[config.mk]
export PLATFORM = sky130hd
export DESIGN_NAME = button_event
export DESIGN_NICKNAME = d
export VERILOG_FILES = /design/src/rtl/button_pkg.sv /design/src/rtl/button_event.sv
export SDC_FILE = /design/constraint.sdc
export NUM_CORES = 1
export LEC_CHECK = 0
export ABC_AREA = 1
export BUFFER_PORTS_ARGS = -buffer_cell sky130_fd_sc_hd__buf_4
export CAP_MARGIN = 30
export CORE_MARGIN = 2
export CORE_UTILIZATION = 30
export DETAILED_ROUTE_END_ITERATION = 7
export GPL_TIMING_DRIVEN = 0
export SYNTH_ARGS = -nofsm -noshare
export SYNTH_HDL_FRONTEND = slang
export SYNTH_SLANG_ARGS = --single-unit
[constraint.sdc]
create_clock -name clk -period 1.74 [get_ports clk]
set_clock_uncertainty 0.2 [all_clocks]
set_input_delay 0.348 -clock clk [delete_from_list [all_inputs] [get_ports clk]]
set_output_delay 0.348 -clock clk [all_outputs]
set_load 0.01 [all_outputs]
[src/rtl/button_pkg.sv]
// Shared types and default timing for every button_event instance.
package button_pkg;

    typedef enum logic [1:0] {
        ARM  = 2'd0,
        IDLE = 2'd1,
        HOLD = 2'd2,
        RPT  = 2'd3
    } btn_state_t;

    // 0.5 s long-press and 0.1 s repeat at 50 MHz
    localparam int BTN_LONG_CYCLES   = 25_000_000;
    localparam int BTN_REPEAT_CYCLES = 5_000_000;

    function automatic int btn_max(input int a, input int b);
        return (a > b) ? a : b;
    endfunction

endpackage

[src/rtl/button_event.sv]
// Turns a debounced button level into registered press/release/long-press/repeat
// strobes plus a held flag; a button held through reset must be seen low first.
module button_event
    import button_pkg::*;
#(
    parameter int LONG_CYCLES   = BTN_LONG_CYCLES,
    parameter int REPEAT_CYCLES = BTN_REPEAT_CYCLES,
    parameter int CNT_W         = $clog2(btn_max(LONG_CYCLES, REPEAT_CYCLES))
) (
    input  logic clk,
    input  logic rst,
    input  logic level_i,
    output logic press_o,
    output logic release_o,
    output logic long_press_o,
    output logic repeat_o,
    output logic held_o
);

    localparam logic [CNT_W-1:0] LONG_LAST   = CNT_W'(LONG_CYCLES - 1);
    localparam logic [CNT_W-1:0] REPEAT_LAST = CNT_W'(REPEAT_CYCLES - 1);

    btn_state_t       state_q, state_d;
    logic [CNT_W-1:0] cnt_q, cnt_d;
    logic             press_q, press_d;
    logic             release_q, release_d;
    logic             long_q, long_d;
    logic             repeat_q, repeat_d;
    logic             held_q, held_d;

    always_comb begin
        state_d   = state_q;
        cnt_d     = cnt_q;
        press_d   = 1'b0;
        release_d = 1'b0;
        long_d    = 1'b0;
        repeat_d  = 1'b0;

        // A falling level is tested before any threshold so release always wins.
        unique case (state_q)
            ARM: begin
                cnt_d = '0;
                if (!level_i) begin
                    state_d = IDLE;
                end
            end
            IDLE: begin
                cnt_d = '0;
                if (level_i) begin
                    state_d = HOLD;
                    press_d = 1'b1;
                end
            end
            HOLD: begin
                if (!level_i) begin
                    state_d   = IDLE;
                    cnt_d     = '0;
                    release_d = 1'b1;
                end else if (cnt_q == LONG_LAST) begin
                    state_d = RPT;
                    cnt_d   = '0;
                    long_d  = 1'b1;
                end else begin
                    cnt_d = cnt_q + CNT_W'(1);
                end
            end
            RPT: begin
                if (!level_i) begin
                    state_d   = IDLE;
                    cnt_d     = '0;
                    release_d = 1'b1;
                end else if (cnt_q == REPEAT_LAST) begin
                    cnt_d    = '0;
                    repeat_d = 1'b1;
                end else begin
                    cnt_d = cnt_q + CNT_W'(1);
                end
            end
            default: begin
                state_d = ARM;
                cnt_d   = '0;
            end
        endcase

        held_d = (state_d == HOLD) || (state_d == RPT);
    end

    always_ff @(posedge clk) begin
        if (rst) begin
            state_q   <= ARM;
            cnt_q     <= '0;
            press_q   <= 1'b0;
            release_q <= 1'b0;
            long_q    <= 1'b0;
            repeat_q  <= 1'b0;
            held_q    <= 1'b0;
        end else begin
            state_q   <= state_d;
            cnt_q     <= cnt_d;
            press_q   <= press_d;
            release_q <= release_d;
            long_q    <= long_d;
            repeat_q  <= repeat_d;
            held_q    <= held_d;
        end
    end

    assign press_o      = press_q;
    assign release_o    = release_q;
    assign long_press_o = long_q;
    assign repeat_o     = repeat_q;
    assign held_o       = held_q;

endmodule

* After elaboration in Yosys (flattened, before gate mapping) *
Cells that the tools add are included.

word-level totals
  bits in registers = 32
  output and inout port bits = 5
  input port bits = 3

cells by class
  bitwise logic cells = 5
  equality and inequality tests = 7
  add/sub/neg operators = 1
  reduce and logical (&&, ||, !) cells = 9
  muxes and demuxes = 14

operators by type and width
  cell                                                               count
  25-bit 2-to-1 mux                                                  4
  25-bit case mux with 3 select lines                                1
  25-bit by 1-bit adder with 25-bit output, second input constant    1
  25-bit by 23-bit == test with 1-bit output, second input constant  1
  25-bit == test, second input constant                              1
  2-bit OR reduction                                                 5
  2-bit == test, second input constant                               4
  2-bit 2-to-1 mux                                                   4
  2-bit case mux with 3 select lines                                 1
  3-bit OR reduction                                                 2
  1-bit NOT                                                          5
  1-bit 2-to-1 mux                                                   4
  2-bit by 1-bit == test with 1-bit output, second input constant    1
  2-bit zero test                                                    1
  1-bit logical OR                                                   1

* Longest topological paths before layout *
Gate-level depths: netlist (run 1).

  depth in word-level cells = 6
  gate-level depth with buffers = 10

* Worst setup path before layout (run 1) *
OpenSTA, ideal clock, no wires.

  path kind = register -> register
  from = reg cnt_q[0]
  to = reg cnt_q[0]
  cell stages (with the launch flop) = 10
  period minus slack after synthesis = 1.687 ns
  setup slack = 0.053 ns
  required time = 1.423 ns
  setup time = 0.117 ns
  data arrival time = 1.370 ns
  buffers on the path = 1
  cell sequence = dfxtp_1 -> ha_1 -> nand3_1 -> nor2_2 -> nand3_1 -> nand2_1 -> nand2_2 -> nand2_4 -> buf_6 -> nor2_1

on the way
  cells in the longest elaborated chain, start to end = 4

ends and longest elaborated chain
  element                                                           line                                    RTL
  from (decl)                                                       button_event.sv:24                      logic [CNT_W-1:0] cnt_q, cnt_d;
  from (signal assigned)                                            button_event.sv:99                      cnt_q <= cnt_d;
  25-bit by 1-bit adder with 25-bit output (tied with other cells)  button_event.sv:64, button_event.sv:76
  25-bit 2-to-1 mux (on tied branches)                              button_event.sv:72, button_event.sv:59
  25-bit 2-to-1 mux (on tied branches)                              button_event.sv:68, button_event.sv:55
  25-bit case mux with 3 select lines *                             button_event.sv:40                      unique case (state_q)

Mark *: on every way between the ends. The rest lies on a longest branch, timed or not.
A chain may end at the register's enable or synchronous reset.

* Worst setup path after layout (run 1) *
  from = reg cnt_q[0]
  to = reg cnt_q[11]

Same word-level chain as after synthesis.

==> results of run 1 <==
## report_power, final
part	switching (W)	leakage [nW]	internal (W)	total (W)
clock	0.000283	0.0612	0.000463	0.000746
combinational	0.0000264	0.532	0.0000192	0.0000456
sequential	0.00000567	0.255	0.000711	0.000717
total	0.000315	0.848	0.00119	0.00151
## per-stage QoR
stage | power (W) | utilization [%] | cells
2_1_floorplan | 0.0007678 | - | 267
3_3_place_gp | 0.0007804 | 33.67 | 345
3_5_place_dp | 0.0007807 | 33.67 | 345
4_1_cts | 0.001528 | 37.04 | 356
5_1_grt | 0.001569 | 39.68 | 362
6_report | 0.001508 | 39.68 | 362
## layout make-up
type,instances,area [sq um],share of cell area (%)
multi-input cells,195,1047,47.64
flip-flops and latches,31,636.9,28.97
inverters,38,142.6,6.488
repair buffers,15,133.9,6.090
well taps,72,90.09,4.098
clock buffers,6,82.58,3.756
clock inverters,2,35.03,1.594
plain buffers,3,30.03,1.366
## registers in the layout (all words and copies together) (netlist names)
register	flops
long_press_o	1
state_q	1
repeat_o	1
release_o	1
press_o	1
held_o	1
cnt_q	25
## routing by layer
layer	wire (microns)	global-route usage (%)	share of wire, %	vias to the layer above
met3	121	3.733	3.2	12
met2	1699	20.50	44	22
met1	1880	15.03	49	721
met4	123	7.797	3.2	0
met5	0	0	0	-
li1	-	-	-	862
## repair_timing
action | in CTS | in global routing
gates cloned | 1 | 1
pin swaps | 3 | 5
setup endpoints to repair | 26 | 25
gates resized for setup | 13 | 31
hold buffers | 0 | 0
buffers inserted | 2 | 5
## layout by cell type, fill, tap and decap left out
cell type / synthesis / routed
nor3_2: 1 / 2
nor2_1: 57 / 43
nand2_1: 73 / 71
buf_6: 2 / 2
nor2_2: 1 / 12
a21oi_1: 3 / 3
nand4_1: 4 / 4
nor2_4: 1 / 4
nand2_4: 1 / 1
buf_8: 0 / 1
inv_1: 38 / 37
nand3_1: 13 / 10
clkbuf_1: 1 / 1
dfxtp_2: 0 / 7
nor3_1: 15 / 13
nand3_4: 0 / 1
o31ai_1: 1 / 1
clkbuf_8: 0 / 6
xnor2_1: 3 / 3
dfxtp_1: 31 / 22
ha_4: 0 / 1
inv_2: 0 / 1
clkinv_2: 0 / 1
clkbuf_16: 0 / 1
nand2_2: 2 / 4
buf_4: 0 / 13
bufinv_16: 0 / 1
nand3_2: 1 / 3
ha_1: 5 / 4
dfxtp_4: 0 / 2
o21ai_1: 1 / 2
nor3_4: 0 / 1
xor2_1: 12 / 12
## cell families after synthesis
kind of cell	share of synthesized area, %
xor+xnor	7.592
flops	35.86
simple gates	41.29
compound gates	1.879
buf+inv	9.761
fa+ha+maj	3.615
## worst max-delay path: cells and delay by family (launching register included)
kind                       cells  cell delay, ps
and+or+nand+nor                7             720
buffers and inverters          1             170
DFF                            1             370
adders and majority gates      1             160
## worst max-delay path by stage
stage,from,endpoint,slack [ps],depth (start not counted)
detailed placement,cnt_q[0]$_SDFF_PP0_,cnt_q[0]$_SDFF_PP0_,-290,9
floorplan,cnt_q[0]$_SDFF_PP0_,cnt_q[0]$_SDFF_PP0_,50,9
finish,cnt_q[0]$_SDFF_PP0_,cnt_q[11]$_SDFF_PP0_,7,9
global placement,cnt_q[0]$_SDFF_PP0_,cnt_q[0]$_SDFF_PP0_,-280,9
CTS,cnt_q[22]$_SDFF_PP0_,cnt_q[9]$_SDFF_PP0_,4,10
global route,cnt_q[1]$_SDFF_PP0_,cnt_q[10]$_SDFF_PP0_,-60,9
==> impl_metrics.csv, run 1 <==
group,metric,value,unit
status,outcome,"finished, final reports clean",
cts,cts_tree,"built",
yosys,yosysMostFrequentCell,"nand2_1",
global_routing,grt_pass1_wl,6.251,mm
floorplan,start_util,31.23,%
cts,clockBufferDepth,2,
floorplan,dieWidth,79.95,microns
setup_path,slowest_stage,"dfxtp_4",
cts,clock_latency,290,ps
sta,fin_ws,7.376,ps
cts,clock-root-buffer,"clkbuf_8",
setup_path,cp-start-kind,"flip-flop",
sta,fin_crit_sh,99.58,%
detailed_routing,postRouteAntennaNets,0,
sta,hold_ws,32.17,ps
global_routing,grt_max_degree,11,
detailed_routing,via_count,1617,
sta,rsz0062_at_grt,"yes",
setup_path,rrSetupSlack,7,ps
global_routing,grt_usage,12.83,%
detailed_routing,drt-pass1-iter-count,4,
yosys,synth_top_area_share,35.86,%
placed_design,portBuffers,6,
sta,slew_viol_final,0,
cts,cts_made_buffers,5,
final_layout,num_antenna_cells,0,
final_layout,fillers,602,
power_and_ir_drop,power.density,686.1,nW/um^2
power_and_ir_drop,peakVddDrop,0.0002193,V
global_routing,grt.overflow.total,0,
yosys,synthesis.area,1730,sq um
final_layout,fin_area,2198,sq um
sta,relSlewSlack,72.09,%
cts,clock_sinks,31,
yosys,synth_commonest_cells,"nand2_1, nor2_1, inv_1",
min_path,worstHoldStart,"rst",
min_path,holdPathEnd,"press_o$_SDFF_PP0_",
sta,fmax,577.2,MHz
setup_path,path_max_fanout,6,
detailed_routing,drc,0,
sta,finalSetupTns,0,ps
floorplan,coreArea,5540,sq um
placed_design,gp_congestion,0.8473,
yosys,async_reset_ff_share,0,%
yosys,syn-instance-count,267,
min_path,hold_depth,2,
yosys,yosysTopAreaCell,"dfxtp_1",
setup_path,reg2reg_from,"cnt_q[0]$_SDFF_PP0_",
yosys,synth_nets,275,
run,max_cap_viol_count,0,
global_routing,antenna_found_initial,0,
setup_path,cp-end-kind,"flip-flop",
min_path,hold_class,"in -> reg",
yosys,synth_edf_count,0,
yosys,syn_avg_cell_area,6.481,sq um
setup_path,worstPathRequired,1730,ps
floorplan,die_area,6391,sq um
cts,h-tree-depth,2,
sta,tightest_slew,415.5,ps
detailed_routing,viasPerCell,4.467,
detailed_routing,routed_wl,3.825,mm
detailed_routing,drt_iter0_drc,67,
setup_path,crit_chain,"ha_4, nand3_4, nor2_4, nand4_1, nand2_1, nand2_2, nand2_4, clkbuf_16, nor2_1",
global_routing,first_global_vias,1474,
yosys,synth-seq-cells,31,
sta,finalCriticalPeriod,1733,ps
yosys,synth.distinct_cells,22,
yosys,synth_area_leaders,"dfxtp_1, nand2_1, nor2_1",
yosys,yosysWarningCount,0,
power_and_ir_drop,p_leak,0.8481,nW
setup_path,r2r_cells,9,
floorplan,rows,27,
placed_design,pre_cts_slack,-286.4,ps
detailed_routing,routedWlPerCell,10.57,microns
sta,hold_violations,0,
setup_path,crit_arrival,1720,ps
cts,path_clk_slew,70,ps
setup_path,path_class,"reg -> reg",
setup_path,r2r_end,"cnt_q[11]$_SDFF_PP0_",
final_layout,drive_above_1_share,22.07,%
floorplan,die_y,79.95,microns
yosys,ys_seq_area_share,35.86,%
final_layout,nNetsFinal,297,
final_layout,area_growth,27.04,%
floorplan,pin_count,8,
sta,finalSetupViolCount,0,
placed_design,place_hpwl,2.837,mm
placed_design,post_dp_cell_area,1866,sq um
setup_path,cpPeakStageDelay,370,ps
yosys,synth_flop_cell,"dfxtp_1",
Note: power is estimated with default switching activity, not from simulation.
==> run 2, diff against run 1 <==
==> constraint.sdc (replaced) <==
create_clock -name clk -period 1.45 [get_ports clk]
set_clock_uncertainty 0.2 [all_clocks]
set_input_delay 0.29 -clock clk [delete_from_list [all_inputs] [get_ports clk]]
set_output_delay 0.29 -clock clk [all_outputs]
set_load 0.01 [all_outputs]
==> impl_metrics.csv, run 2 (same netlist as run 1, synthesis figures left out) <==
group,metric,value,unit
cts,clock-root-buffer,"clkbuf_8",
placed_design,dp.cells,345,
power_and_ir_drop,p_leak,0.8464,nW
setup_path,cpPeakStageDelay,360,ps
global_routing,first_global_vias,1609,
power_and_ir_drop,seq_power_share,54.5,%
final_layout,num_antenna_cells,0,
setup_path,crit_arrival,1670,ps
sta,hold_violations,0,
detailed_routing,drc,0,
floorplan,pin_count,8,
sta,fmax,589.2,MHz
final_layout,area_growth,28.78,%
final_layout,fillers,604,
placed_design,pre_cts_slack,-307.2,ps
power_and_ir_drop,peakVddDrop,0.0005165,V
floorplan,rows,27,
power_and_ir_drop,clkPwrFrac,41.5,%
cts,clock_sinks,31,
placed_design,gp_congestion,0.8541,
detailed_routing,viasPerCell,4.584,
sta,fin_crit_sh,117.1,%
cts,cts_tree,"built",
detailed_routing,postRouteAntennaNets,0,
floorplan,start_util,31.23,%
min_path,hold_class,"in -> reg",
sta,slew_viol_final,0,
sta,rsz0062_at_grt,"yes",
final_layout,layout_common_cells,"nand2_1, nor2_1, inv_1",
detailed_routing,drt-pass1-iter-count,5,
final_layout,top_register,"cnt_q",
power_and_ir_drop,power.density,707.7,nW/um^2
global_routing,grt_pass1_wl,7.065,mm
floorplan,coreArea,5540,sq um
cts,clock_latency,290,ps
setup_path,critPathBufInv,1,
sta,finalSetupViolCount,26,
status,outcome,"complete, but fails checks",
sta,fin_ws,-247.3,ps
final_layout,fin_util,40.22,%
global_routing,grt_max_degree,10,
final_layout,instances_no_fill,365,
sta,tightest_slew,354.5,ps
placed_design,portBuffers,6,
detailed_routing,routed_wl,4.083,mm
setup_path,worstPathRequired,1420,ps
detailed_routing,drt_iter0_drc,68,
floorplan,die_area,6391,sq um
setup_path,crit_chain,"ha_4, nand3_4, nor2_4, nand4_1, nand2_1, nand2_2, nand2_4, buf_6, nor2_1",
sta,finalSetupTns,-5665,ps
status,violations,"setup timing",
setup_path,path_max_fanout,7,
detailed_routing,via_count,1673,
setup_path,critical_path.top_delay_family,"simple AND/OR/NAND/NOR gates",
run,max_cap_viol_count,0,
cts,h-tree-depth,2,
floorplan,die_y,79.95,microns
final_layout,nNetsFinal,300,
global_routing,grt.overflow.total,0,
power_and_ir_drop,switching_power,0.0003602,W
sta,relSlewSlack,76.19,%
final_layout,drive_above_1_share,30.03,%
final_layout,final_common_cell,"nand2_1",
sta,finalCriticalPeriod,1697,ps
cts,cts_made_buffers,5,
power_and_ir_drop,switching_share,22.84,%
setup_path,cp-start-kind,"flip-flop",
cts,path_clk_slew,60,ps
setup_path,cp-end-kind,"flip-flop",
power_and_ir_drop,combPwrFrac,3.9,%
final_layout,largest_reg_flops,25,
setup_path,path_class,"reg -> reg",
cts,clockBufferDepth,2,
global_routing,antenna_found_initial,0,
global_routing,grt_usage,14.30,%
detailed_routing,routedWlPerCell,11.19,microns
setup_path,slowest_stage,"dfxtp_4",
power_and_ir_drop,p_int,0.001217,W
floorplan,dieWidth,79.95,microns
placed_design,place_hpwl,2.875,mm
run 2: cell types whose count changed in the layout (fill, tap and decap cells not counted), moves of 5 or more:
cell / before / now
dfxtp_2: 7 / 16
inv_2: 1 / 6
dfxtp_1: 22 / 12
inv_1: 37 / 32
run 2: path summary, 6_finish.rpt:
kind	start	end	slack, ps	depth (start not counted)
setup / recovery	cnt_q[0]$_SDFF_PP0_	cnt_q[9]$_SDFF_PP0_	-250	9
hold / removal	rst	held_o$_SDFF_PP0_	100	4
setup reg to reg	cnt_q[0]$_SDFF_PP0_	cnt_q[9]$_SDFF_PP0_	-250	9
hold reg to reg	state_q[0]$_SDFF_PP0_	state_q[0]$_SDFF_PP0_	300	2
run 2: through the flow:
step,total power (W),cell area [sq um],hold slack (ps)
6_report,0.001577,2228,95.96
5_1_grt,0.001638,2228,111.1
4_1_cts,0.001590,2108,87.04
3_5_place_dp,0.0009373,1903,269.3
3_3_place_gp,0.0009366,1903,263.7
2_1_floorplan,0.0009213,1768,159.1
run 2: worst register-to-register path: cells and delay by family (launching register included):
| family | cells | cell delay [ps] |
|---|---|---|
| and+or+nand+nor | 7 | 740 |
| adders and majority gates | 1 | 140 |
| buffers and inverters | 1 | 150 |
| DFF | 1 | 360 |
run 2: what timing repair did:
item,in CTS,in global routing
endpoints found under the setup margin,27,28
setup buffers,7,3
pin swaps,11,9
hold buffers,1,0
hold endpoints to repair,3,0
gates resized for setup,20,44
gates cloned,2,0
run 2: power groups by stage:
stage	Sequential [W]	Clock, W	Combinational (W)
floorplan	0.000883	0	0.0000380
global placement	0.000883	0	0.0000534
global route	0.000861	0.000705	0.0000721
finish	0.000860	0.000655	0.0000623
detailed placement	0.000883	0	0.0000539
CTS	0.000863	0.000670	0.0000575
run 2: area by class of cell:
cell class / count / area [sq um] / share of cell area [%]
plain buffers: 3 / 26.28 / 1.179
clock buffers: 7 / 76.32 / 3.425
clock inverters: 1 / 5.005 / 0.2246
inverters: 38 / 142.6 / 6.401
multi-input cells: 195 / 1087 / 48.79
flip-flops and latches: 31 / 651.9 / 29.25
well taps: 72 / 90.09 / 4.043
repair buffers: 18 / 148.9 / 6.682
run 2: metal layers:
layer,global-route usage [%],wire length (microns),vias up
li1,-,-,871
met1,18.21,1902,748
met2,22.08,1851,37
met3,3.733,176,17
met4,7.288,153,0
met5,0,0,-
